<file path="config.mk">
export PLATFORM = sky130hd
export DESIGN_NAME = wb_lfsr_master
export DESIGN_NICKNAME = d
export VERILOG_FILES = /design/src/rtl/wb_lfsr_master.sv
export SDC_FILE = /design/constraint.sdc
export NUM_CORES = 1
export LEC_CHECK = 0
export ABC_CLOCK_PERIOD_IN_PS = 2350
export BUFFER_PORTS_ARGS = -buffer_cell sky130_fd_sc_hd__buf_2
export CAP_MARGIN = 5
export CORE_AREA = 3 3 47 81
export CTS_BUF_LIST = sky130_fd_sc_hd__clkbuf_2 sky130_fd_sc_hd__clkbuf_4 sky130_fd_sc_hd__clkbuf_8
export CTS_CLUSTER_SIZE = 16
export DETAILED_ROUTE_END_ITERATION = 8
export DIE_AREA = 0 0 50 84
export PLACE_DENSITY = 0.69
export SLEW_MARGIN = 20
export SYNTH_ARGS = -nofsm -noshare
export SYNTH_HDL_FRONTEND = slang
export SYNTH_SLANG_ARGS = --single-unit
</file>
<file path="constraint.sdc">
create_clock -name clk -period 2.35 [get_ports clk]
set_clock_uncertainty 0.15 [all_clocks]
set_input_delay 0.3525 -clock clk [delete_from_list [all_inputs] [get_ports clk]]
set_output_delay 0.3525 -clock clk [all_outputs]
set_load 0.01 [all_outputs]
</file>
<file path="src/rtl/wb_lfsr_master.sv">
// Pipelined Wishbone initiator for the narrow LFSR bus: single writes or 1..8-beat bit reads packed into a byte.
// Optional per-beat ack timeout is compiled in with WB_MASTER_TIMEOUT_EN.
module wb_lfsr_master #(
    parameter int ADDR_W         = 3,
    parameter int DATA_W         = 8,
    parameter int TIMEOUT_CYCLES = 15
) (
    input  logic              clk,
    input  logic              rst_n,
    input  logic              cmd_valid,
    output logic              cmd_ready,
    input  logic              cmd_we,
    input  logic [ADDR_W-1:0] cmd_addr,
    input  logic [DATA_W-1:0] cmd_wdata,
    input  logic [2:0]        cmd_len,
    output logic              rsp_valid,
    input  logic              rsp_ready,
    output logic [DATA_W-1:0] rsp_data,
    output logic              rsp_err,
    output logic              busy,
    output logic              o_wb_cyc,
    output logic              o_wb_stb,
    output logic              o_wb_we,
    output logic [ADDR_W-1:0] o_wb_addr,
    output logic [DATA_W-1:0] o_wb_data,
    input  logic              i_wb_stall,
    input  logic              i_wb_data,
    input  logic              i_wb_ack
);

    typedef enum logic [1:0] {IDLE, REQ, WAIT, RESP} state_t;

    state_t            state;
    state_t            state_next;
    logic              we_q;
    logic [ADDR_W-1:0] addr_q;
    logic [DATA_W-1:0] wdata_q;
    logic [DATA_W-1:0] rdata_q;
    logic [2:0]        len_q;
    logic [2:0]        beat;
    logic              last_beat;
    logic              timeout_hit;

    assign last_beat = we_q || (beat == len_q);
    assign rsp_data  = rdata_q;

`ifdef WB_MASTER_TIMEOUT_EN
    localparam int TW = $clog2(TIMEOUT_CYCLES + 1);

    logic [TW-1:0] timer;
    logic          err_q;

    // An ack arriving in the expiry cycle completes the beat instead of aborting.
    assign timeout_hit = (state == REQ || state == WAIT) && (timer == '0)
                         && !(state == WAIT && i_wb_ack);
    assign rsp_err     = err_q;

    always_ff @(posedge clk) begin
        if (!rst_n) begin
            timer <= '0;
            err_q <= 1'b0;
        end else begin
            if (state_next == REQ && state != REQ)
                timer <= TW'(TIMEOUT_CYCLES - 1);
            else if ((state == REQ || state == WAIT) && timer != '0)
                timer <= timer - 1'b1;

            if (state == IDLE && cmd_valid)
                err_q <= 1'b0;
            else if (timeout_hit)
                err_q <= 1'b1;
        end
    end
`else
    assign timeout_hit = 1'b0;
    assign rsp_err     = 1'b0;
`endif

    always_ff @(posedge clk) begin
        if (!rst_n)
            state <= IDLE;
        else
            state <= state_next;
    end

    always_comb begin
        state_next = state;
        case (state)
            IDLE: if (cmd_valid) state_next = REQ;
            REQ: begin
                if (timeout_hit)
                    state_next = RESP;
                else if (!i_wb_stall)
                    state_next = WAIT;
            end
            WAIT: begin
                if (i_wb_ack)
                    state_next = last_beat ? RESP : REQ;
                else if (timeout_hit)
                    state_next = RESP;
            end
            RESP: if (rsp_ready) state_next = IDLE;
            default: state_next = IDLE;
        endcase
    end

    always_comb begin
        cmd_ready = 1'b0;
        rsp_valid = 1'b0;
        busy      = 1'b1;
        o_wb_cyc  = 1'b0;
        o_wb_stb  = 1'b0;
        o_wb_we   = 1'b0;
        o_wb_addr = '0;
        o_wb_data = '0;
        case (state)
            IDLE: begin
                cmd_ready = 1'b1;
                busy      = 1'b0;
            end
            REQ: begin
                o_wb_cyc  = 1'b1;
                o_wb_stb  = 1'b1;
                o_wb_we   = we_q;
                o_wb_addr = addr_q;
                o_wb_data = wdata_q;
            end
            WAIT: begin
                o_wb_cyc  = 1'b1;
                o_wb_we   = we_q;
                o_wb_addr = addr_q;
                o_wb_data = wdata_q;
            end
            RESP: rsp_valid = 1'b1;
            default: busy = 1'b1;
        endcase
    end

    always_ff @(posedge clk) begin
        if (!rst_n) begin
            we_q    <= 1'b0;
            addr_q  <= '0;
            wdata_q <= '0;
            len_q   <= '0;
            beat    <= '0;
            rdata_q <= '0;
        end else begin
            if (state == IDLE && cmd_valid) begin
                we_q    <= cmd_we;
                addr_q  <= cmd_addr;
                wdata_q <= cmd_wdata;
                len_q   <= cmd_len;
                beat    <= '0;
                rdata_q <= '0;
            end
            // Beat index doubles as the bit position; beat 0 lands in the LSB.
            if (state == WAIT && i_wb_ack) begin
                if (!we_q)
                    rdata_q[beat] <= i_wb_data;
                if (!last_beat)
                    beat <= beat + 3'd1;
            end
        end
    end

endmodule

</file>
==> After elaboration in Yosys (flattened, before gate mapping) <==
Index checks and enable logic that the tools add are counted.
W data, S select, Z words.
{ "classes": {"add_sub_neg": 1, "magnitude_cmp": 2, "n_eq_ne": 8, "n_mux": 24, "n_reduce_logical": 7} }
{ "ops": {"columns": ["operator", "count"], "rows": [
  ["$mux W8", 5],
  ["$mux W3", 4],
  ["$mux W2", 5],
  ["$bwmux W8", 1],
  ["$ne A2 B2 Y1 const B", 4],
  ["$pmux W2 S4", 1],
  ["$mux W1", 7],
  ["$eq A2 B2 Y1 const B", 2],
  ["$lt A3 B4 Y1 const B", 1],
  ["$reduce_and A4 Y1", 1],
  ["$add A3 B1 Y3 const B", 1],
  ["$demux W1 S3", 1],
  ["$eq A3 B3 Y1", 1],
  ["$ge A3 B1 Y1 const B", 1],
  ["$logic_and A1 B1 Y1", 3],
  ["$eq A2 B1 Y1 const B", 1],
  ["$logic_not A2 Y1", 1],
  ["$reduce_or A2 Y1", 1],
  ["$logic_or A1 B1 Y1", 1]
]} }
{ "totals": {"register_bits": 28, "elab_cells": 49} }

==> Longest topological paths before layout <==
Gate-level depths: netlist of run 1.
{ "depth": {"ltp_word": 7, "ltp_mapped": 7} }

==> Worst setup path after synthesis of run 1 <==
Ideal clock, no wire load.
{ "synth_timing": {"path_kind": "reg2reg", "from": "register state[1]", "to": "register rdata_q[4], in the netlist rsp_data[4]", "t_arrival_ps": 1485, "required_ps": 2099, "path_slack_ps": 614, "stages_incl_launch_ff": 8, "n_path_buf": 1, "period_less_slack_ps": 1736, "cell_sequence": "dfxtp_1 -> inv_1 -> ha_1 -> nand2_1 -> and2_1 -> clkbuf_1 -> o311ai_0 -> o41ai_1"} }
{ "synth_via": {"elab_chain_len": 7} }
{ "synth_rtl": {"columns": ["element", "line_no", "text"], "rows": [
  ["start, declared", "33", "state_t state;"],
  ["start signal, assigned", "83", "state <= state_next;"],
  ["$logic_not A2 Y1", "148", "if (state == IDLE && cmd_valid) begin"],
  ["$logic_and A1 B1 Y1", "148", null],
  ["$mux W8", "148", null],
  ["$mux W8", "140", "if (!rst_n) begin"],
  ["$bwmux W8", "159", "rdata_q[beat] <= i_wb_data;"],
  ["$mux W8", "158", "if (!we_q)"],
  ["$mux W8 (*)", "157", "if (state == WAIT && i_wb_ack) begin"],
  ["end signal, assigned by index", "159", null],
  ["end, declared", "38", "logic [DATA_W-1:0] rdata_q;"]
]} }
Mark *: on every way between the ends. The rest lies on a longest branch, timed or not. The select of a mux whose other input is x is not followed.
A chain may end at the register's enable or synchronous reset.

==> Worst setup path in the final report of run 1 <==
{ "layout_timing": {"from": "register state[1]", "to": "output o_wb_data[4]"} }
{ "layout_via": {"elab_chain_len": 3} }
{ "layout_rtl": {"columns": ["element", "line_no", "text"], "rows": [
  ["$eq A2 B2 Y1 or $eq A2 B1 Y1 (tied branches)", "116", "case (state)"],
  ["$reduce_or A2 Y1 (no source line) (*)", null, null],
  ["$mux W8 (*)", "116", null],
  ["end, declared", "25", "output logic [DATA_W-1:0] o_wb_data,"]
]} }
Mark *: on every way between the ends. The rest lies on a longest branch, timed or not.

==> qor.csv, run 1 <==
metric;value;unit
run status;completed;
Worst path slowest cell;sky130_fd_sc_hd__ha_1;
leakage power;0.8187;nW
number of CTS-inserted buffers;3;
Worst Path Buf+Inv;2;
family of cells with the greatest summed delay on the critical path;adder cells;
part of the Yosys area used for sequential elements;40.25;%
Post-Place Cell Area;0.001642;mm^2
Post-CTS Setup Inserts;0;
cell type contributing the most total cell area after synthesis;sky130_fd_sc_hd__dfxtp_1;
ys flop type;sky130_fd_sc_hd__dfxtp_1;
die outline width;50;um
final std cells w/o fill;246;
DR WL met2;1701;um
post-synth net total;190;
DRC violation total after the first TritonRoute iteration;23;
Hold Buf Count CTS;0;
maximum number of pins on one net before global-route repair;24;
DR vias;1199;
max-capacitance violation count;0;
number of I/O pins;48;
Ys Warns;0;
synthesis-to-finish area growth;23.00;%
proportion of synthesized flip-flops having asynchronous set or reset;0;%
nets;232;
number of hold violations in the final report;0;
CTS Sinks;28;
metal3 WL;94;um
CTS clk-pin slew, worst paths;0.10;ns
critical path startpoint category;flip-flop;
number of synthesized flops with an enable pin;0;
cell count after synthesis;162;
length of routed wiring on met1;1134;um
initial antenna violation count;0;
Resized Gates After CTS;0;
DP Cell Count;242;
worst setup margin;0.2379;ns
maximum VDD drop;0.0004377;V
worst min path class;in2reg;
critical path data arrival time;1.61;ns
worst setup slack before clock tree synthesis;0.5249;ns
post-route clock period utilization;89.88;%
total wire length;2938;um
number of port buffers;46;
die height;84;um
required time of the critical path;1.85;ns
flop2flop setup slack;0.54;ns
Power per Cell Area;865.3;mW/mm^2
leading cell type in the layout, fill and taps excluded;sky130_fd_sc_hd__buf_2;
RePlAce Congestion;0.7275;
first-pass iteration count of the detailed router;4;
total power after layout;1.482;mW
Placement Rows;27;
number of synthesized register bits;28;
remaining antenna violation count after routing;0;
Achievable Freq;473.5;MHz
instance count on the critical path;4;
Design Area, Final;0.001713;mm^2
setup-violating endpoint count in the final report;0;
clock tree from TritonCTS;yes;
WS Path Type;reg2out;
number of global-route vias before repair;1267;
Max Fanout on Critical Path;13;
first-pass GRT wire length;5126;um
starting density of the core;43.39;%
transition at the pin with the smallest max-transition slack;0.5299;ns
total routing resource utilization after global routing;14.61;%
H-tree Lvls;1;
placeable core region;0.003209;mm^2
average cell area after synthesis;8.596;um^2
post-synth cell types;34;
maximum single-stage delay on the critical path;0.50;ns
RSZ-0062 raised after global routing;no;
Die Area;0.004200;mm^2
average wire per standard cell;11.94;um
area share of the largest cell type after synthesis;40.25;%
maximum count of clock buffers along a single path;2;
diodes inserted;0;
Post-DP HPWL;2334;um
mapped cell area;0.001393;mm^2
via count normalized by instance count;4.874;
DRC violations left;0;
cell chosen for the clock root;sky130_fd_sc_hd__clkbuf_8;
ratio of cells with drive above 1 in the final layout;26.60;%
Overflow after GRT;0;
Final Hold Slack;0.1577;ns
max layer used;met4;
utilization after layout;53.37;%
Cell Chain, Critical Path;inv_1, ha_1, and2_1, buf_2;
Critical Path Sink Type;primary output;
path depth of the worst reg2reg path;6;
insertion delay of the later-clocked pin in the worst-skew pair;0.27;ns
most frequent cells in the layout;46 x sky130_fd_sc_hd__buf_2, 44 x sky130_fd_sc_hd__nand2_1, 28 x sky130_fd_sc_hd__dfxtp_1;
fin crit period;2.112;ns
max-slew violations;0;
depth of the worst hold-timing path;3;
cell types with the largest area share after synthesis;sky130_fd_sc_hd__dfxtp_1 40%, sky130_fd_sc_hd__nand2_1 12%, sky130_fd_sc_hd__and2_1 6.3%;
final total negative setup slack;0;ns
Max-Slew Margin vs Limit;64.68;%
worst register-to-register path: cells and delay by family (launching register included):
family	cells	cell delay, ns
buf+inv	1	0.14
simple gates	3	0.68
fa+ha+maj	1	0.22
mux	1	0.21
flops	1	0.35
Yosys cell counts, types with 2 or more instances:
| cell type | instances |
|---|---|
| sky130_fd_sc_hd__and2_1 | 14 |
| sky130_fd_sc_hd__ha_1 | 6 |
| sky130_fd_sc_hd__mux2i_1 | 7 |
| sky130_fd_sc_hd__o211ai_1 | 2 |
| sky130_fd_sc_hd__nor2_1 | 4 |
| sky130_fd_sc_hd__a21boi_0 | 6 |
| sky130_fd_sc_hd__nand2_1 | 44 |
| sky130_fd_sc_hd__and3_1 | 2 |
| sky130_fd_sc_hd__xor2_1 | 2 |
| sky130_fd_sc_hd__nor3b_1 | 4 |
| sky130_fd_sc_hd__inv_1 | 3 |
| sky130_fd_sc_hd__nand2b_1 | 2 |
| sky130_fd_sc_hd__clkbuf_1 | 8 |
| sky130_fd_sc_hd__nand3b_1 | 2 |
| sky130_fd_sc_hd__a21boi_1 | 10 |
| sky130_fd_sc_hd__dfxtp_1 | 28 |
routing by layer:
metal	vias up	global-route usage [%]
met4	0	4.534
met5	-	0
li1	614	-
met3	2	1.252
met2	24	30.60
met1	559	13.59
sequential cells by signal, summed over array words and instances, names as in the netlist:
signal    flops
state         2
beat          3
addr_q        3
len_q         3
rsp_data      8
we_q          1
wdata_q       8
cell families (layout without fill, tap and decap cells):
kind of cell / count (synthesis) / count (layout) / synth area share (%)
adders and majority gates: 6 / 6 / 5.391
and+or+nand+nor: 77 / 77 / 26.68
buffers and inverters: 13 / 54 / 3.863
DFF: 28 / 28 / 40.25
xor gates and xnor gates: 3 / 3 / 2.426
other: 1 / 1 / 0.2693
AOI/OAI and AO/OA: 27 / 27 / 16.08
muxes: 7 / 7 / 5.032
final cells by class:
type,count,area (um^2)
fillers,306,1496
inverters,3,11.26
clock inverters,1,30.03
clock buffers,3,41.29
multi-input cells,121,778.2
flip-flops and latches,28,560.5
well taps,43,53.80
repair buffers,47,237.7
where the power goes:
part / internal [mW] / switching [mW]
combinational: 0.207 / 0.324
clock: 0.228 / 0.143
sequential: 0.536 / 0.0442
total: 0.971 / 0.512
final timing paths:
| check | to | startpoint |
|---|---|---|
| worst max-delay path | o_wb_data[4] | state[1] |
| worst min-delay path | wdata_q[4] | cmd_wdata[4] |
| worst max register to register | rsp_data[5] | state[0] |
| worst min register to register | wdata_q[4] | wdata_q[4] |
No activity file was read; power rests on OpenSTA's default activity.
==> run 2: changes to the inputs <==
--- a/config.mk
+++ b/config.mk
@@ -8,12 +8,11 @@
 export ABC_CLOCK_PERIOD_IN_PS = 2350
 export BUFFER_PORTS_ARGS = -buffer_cell sky130_fd_sc_hd__buf_2
 export CAP_MARGIN = 5
-export CORE_AREA = 3 3 47 81
+export CORE_AREA = 3 3 52 90
 export CTS_BUF_LIST = sky130_fd_sc_hd__clkbuf_2 sky130_fd_sc_hd__clkbuf_4 sky130_fd_sc_hd__clkbuf_8
 export CTS_CLUSTER_SIZE = 16
 export DETAILED_ROUTE_END_ITERATION = 8
-export DIE_AREA = 0 0 50 84
-export PLACE_DENSITY = 0.69
+export DIE_AREA = 0 0 55 93
 export SLEW_MARGIN = 20
 export SYNTH_ARGS = -nofsm -noshare
 export SYNTH_HDL_FRONTEND = slang
==> run 2 against run 1 <==
Net effect:
- combinational power is essentially flat
- count of clock-buffer cells in the layout is the same
- global-route usage shrank 1.9 points
- sequential power is essentially flat
- total power shrank 8.0%
- hold slack gained 0.0036 ns
- critical path depth is the same
- sequential share of layout area grew 0.44 points
- critical endpoint is now o_wb_data[1]
- largest power group unchanged
- highest routed layer unchanged
==> qor.csv, run 2 (synthesized netlist as in run 1, its figures left out) <==
metric;value;unit;change
cell chosen for the clock root;sky130_fd_sc_hd__clkbuf_8;;
nets;232;;unchanged
run status;completed;;
final total negative setup slack;0;ns;unchanged
fin crit period;2.111;ns;-0.0009340 ns
maximum number of pins on one net before global-route repair;24;;unchanged
Max-Slew Margin vs Limit;61.27;%;-3.4 points
first-pass iteration count of the detailed router;4;;unchanged
remaining antenna violation count after routing;0;;unchanged
insertion delay of the later-clocked pin in the worst-skew pair;0.27;ns;about the same
number of I/O pins;48;;unchanged
flop2flop setup slack;0.54;ns;about the same
most frequent cells in the layout;46 x sky130_fd_sc_hd__buf_2, 44 x sky130_fd_sc_hd__nand2_1, 28 x sky130_fd_sc_hd__dfxtp_1;;
worst min path class;in2reg;;
Fill cells;459;;+50%
number of port buffers;46;;unchanged
die outline width;55;um;+10%
ratio of cells with drive above 1 in the final layout;26.24;%;-0.36 points
starting density of the core;33.87;%;-9.5 points
DRC violation total after the first TritonRoute iteration;29;;+26%
total routing resource utilization after global routing;12.69;%;-1.9 points
final std cells w/o fill;251;;+2.0%
WS Path Type;reg2out;;
total wire length;3005;um;+2.3%
Placement Rows;31;;+15%
number of CTS-inserted buffers;3;;unchanged
Achievable Freq;473.7;MHz;about the same
Worst path slowest cell;sky130_fd_sc_hd__ha_1;;
CTS clk-pin slew, worst paths;0.09;ns;about the same
initial antenna violation count;0;;unchanged
die height;93;um;+11%
Critical Path Sink Type;primary output;;
DR vias;1189;;-0.83%
Hold Buf Count CTS;0;;unchanged
placeable core region;0.004111;mm^2;+28%
Overflow after GRT;0;;unchanged
DP Cell Count;248;;+2.5%
diodes inserted;0;;unchanged
critical path data arrival time;1.61;ns;about the same
maximum count of clock buffers along a single path;2;;unchanged
number of hold violations in the final report;0;;unchanged
CTS Sinks;28;;unchanged
Post-CTS Setup Inserts;0;;unchanged
DRC violations left;0;;unchanged
Post-DP HPWL;2230;um;-4.5%
maximum single-stage delay on the critical path;0.49;ns;about the same
grt peak-use layer;met2;;
total area of multi-input combinational cells;778.2;um^2;unchanged
global routing usage on met2;21.74;%;-8.9 points
via count normalized by instance count;4.737;;-2.8%
first-pass GRT wire length;4905;um;-4.3%
setup-violating endpoint count in the final report;0;;unchanged
Resized Gates After CTS;0;;unchanged
leakage power;0.8046;nW;-1.7%
max-slew violations;0;;unchanged
transition at the pin with the smallest max-transition slack;0.5809;ns;+0.05102 ns
maximum VDD drop;0.0003814;V;-13%
required time of the critical path;1.85;ns;about the same
Die Area;0.005115;mm^2;+22%
Power per Cell Area;806.7;mW/mm^2;-6.8%
H-tree Lvls;1;;unchanged
Max Fanout on Critical Path;13;;unchanged
storage element area;560.5;um^2;unchanged
max-capacitance violation count;0;;unchanged
RSZ-0062 raised after global routing;no;;
synthesis-to-finish area growth;21.38;%;
number of global-route vias before repair;1130;;-11%
RePlAce Congestion;0.7315;;+0.55%
clock tree from TritonCTS;yes;;
average wire per standard cell;11.97;um;+0.24%
critical path startpoint category;flip-flop;;
Cell Chain, Critical Path;inv_1, ha_1, and2_1, buf_2;;
global-route met1 utilization;15.24;%;+1.6 points
post-route clock period utilization;89.84;%;about the same
leading cell type in the layout, fill and taps excluded;sky130_fd_sc_hd__buf_2;;
met3 track utilization from global routing;1.754;%;+0.50 points
-- run 2: cell count changes in the layout (fill, tap and decap cells not counted) --
cell,before,now
sky130_fd_sc_hd__bufinv_16,1,0
-- run 2: power by group --
group	switching [mW]	leakage, nW	total (mW)	internal [mW]
Combinational	0.322	0.555	0.530	0.208
Sequential	0.0425	0.228	0.578	0.536
Clock	0.140	0.0216	0.255	0.115
Total	0.505	0.805	1.36	0.858
-- run 2: stage by stage --
stage               area (um^2)  hold slack [ns]  setup slack (ns)  total power [mW]  util [%]
floorplan                  1393           0.2805            0.6143            0.9561         -
global placement           1649           0.2861            0.5159             1.130     40.11
detailed placement         1649           0.2904            0.5225             1.136     40.11
CTS                        1690           0.1552            0.2066             1.394     41.11
finish                     1690           0.1613            0.2388             1.364     41.11
global route               1690           0.1660           0.05994             1.482     41.11
-- run 2: layer usage --
layer / vias up / routed length, um / share of wire [%]
met5: - / 0 / 0
met4: 0 / 41 / 1.4
met3: 2 / 125 / 4.2
met2: 25 / 1547 / 51
met1: 547 / 1291 / 43
li1: 615 / - / -
-- run 2: path summary, 6_finish.rpt --
| kind | end | start | depth (start not counted) |
|---|---|---|---|
| max | o_wb_data[1] | state[1] | 4 |
| min | wdata_q[1] | cmd_wdata[1] | 3 |
| max reg2reg | rsp_data[5] | state[0] | 6 |
| min reg2reg | wdata_q[3] | wdata_q[3] | 2 |
-- run 2: critical path, delay by kind of cell, from the launching register on --
kind                     cells  cell delay, ns
adder cells (fa/ha/maj)      1            0.49
flip-flops                   1            0.43
AND/OR/NAND/NOR              1            0.18
buffers and inverters        2            0.23
-- run 2: cell type report --
| cell class | count | share of cell area (%) |
|---|---|---|
| timing repair buffer | 47 | 14.06 |
| tap | 49 | 3.627 |
| multi-input combinational | 121 | 46.04 |
| clock buffer | 3 | 2.443 |
| inverter | 3 | 0.6662 |
| sequential | 28 | 33.16 |
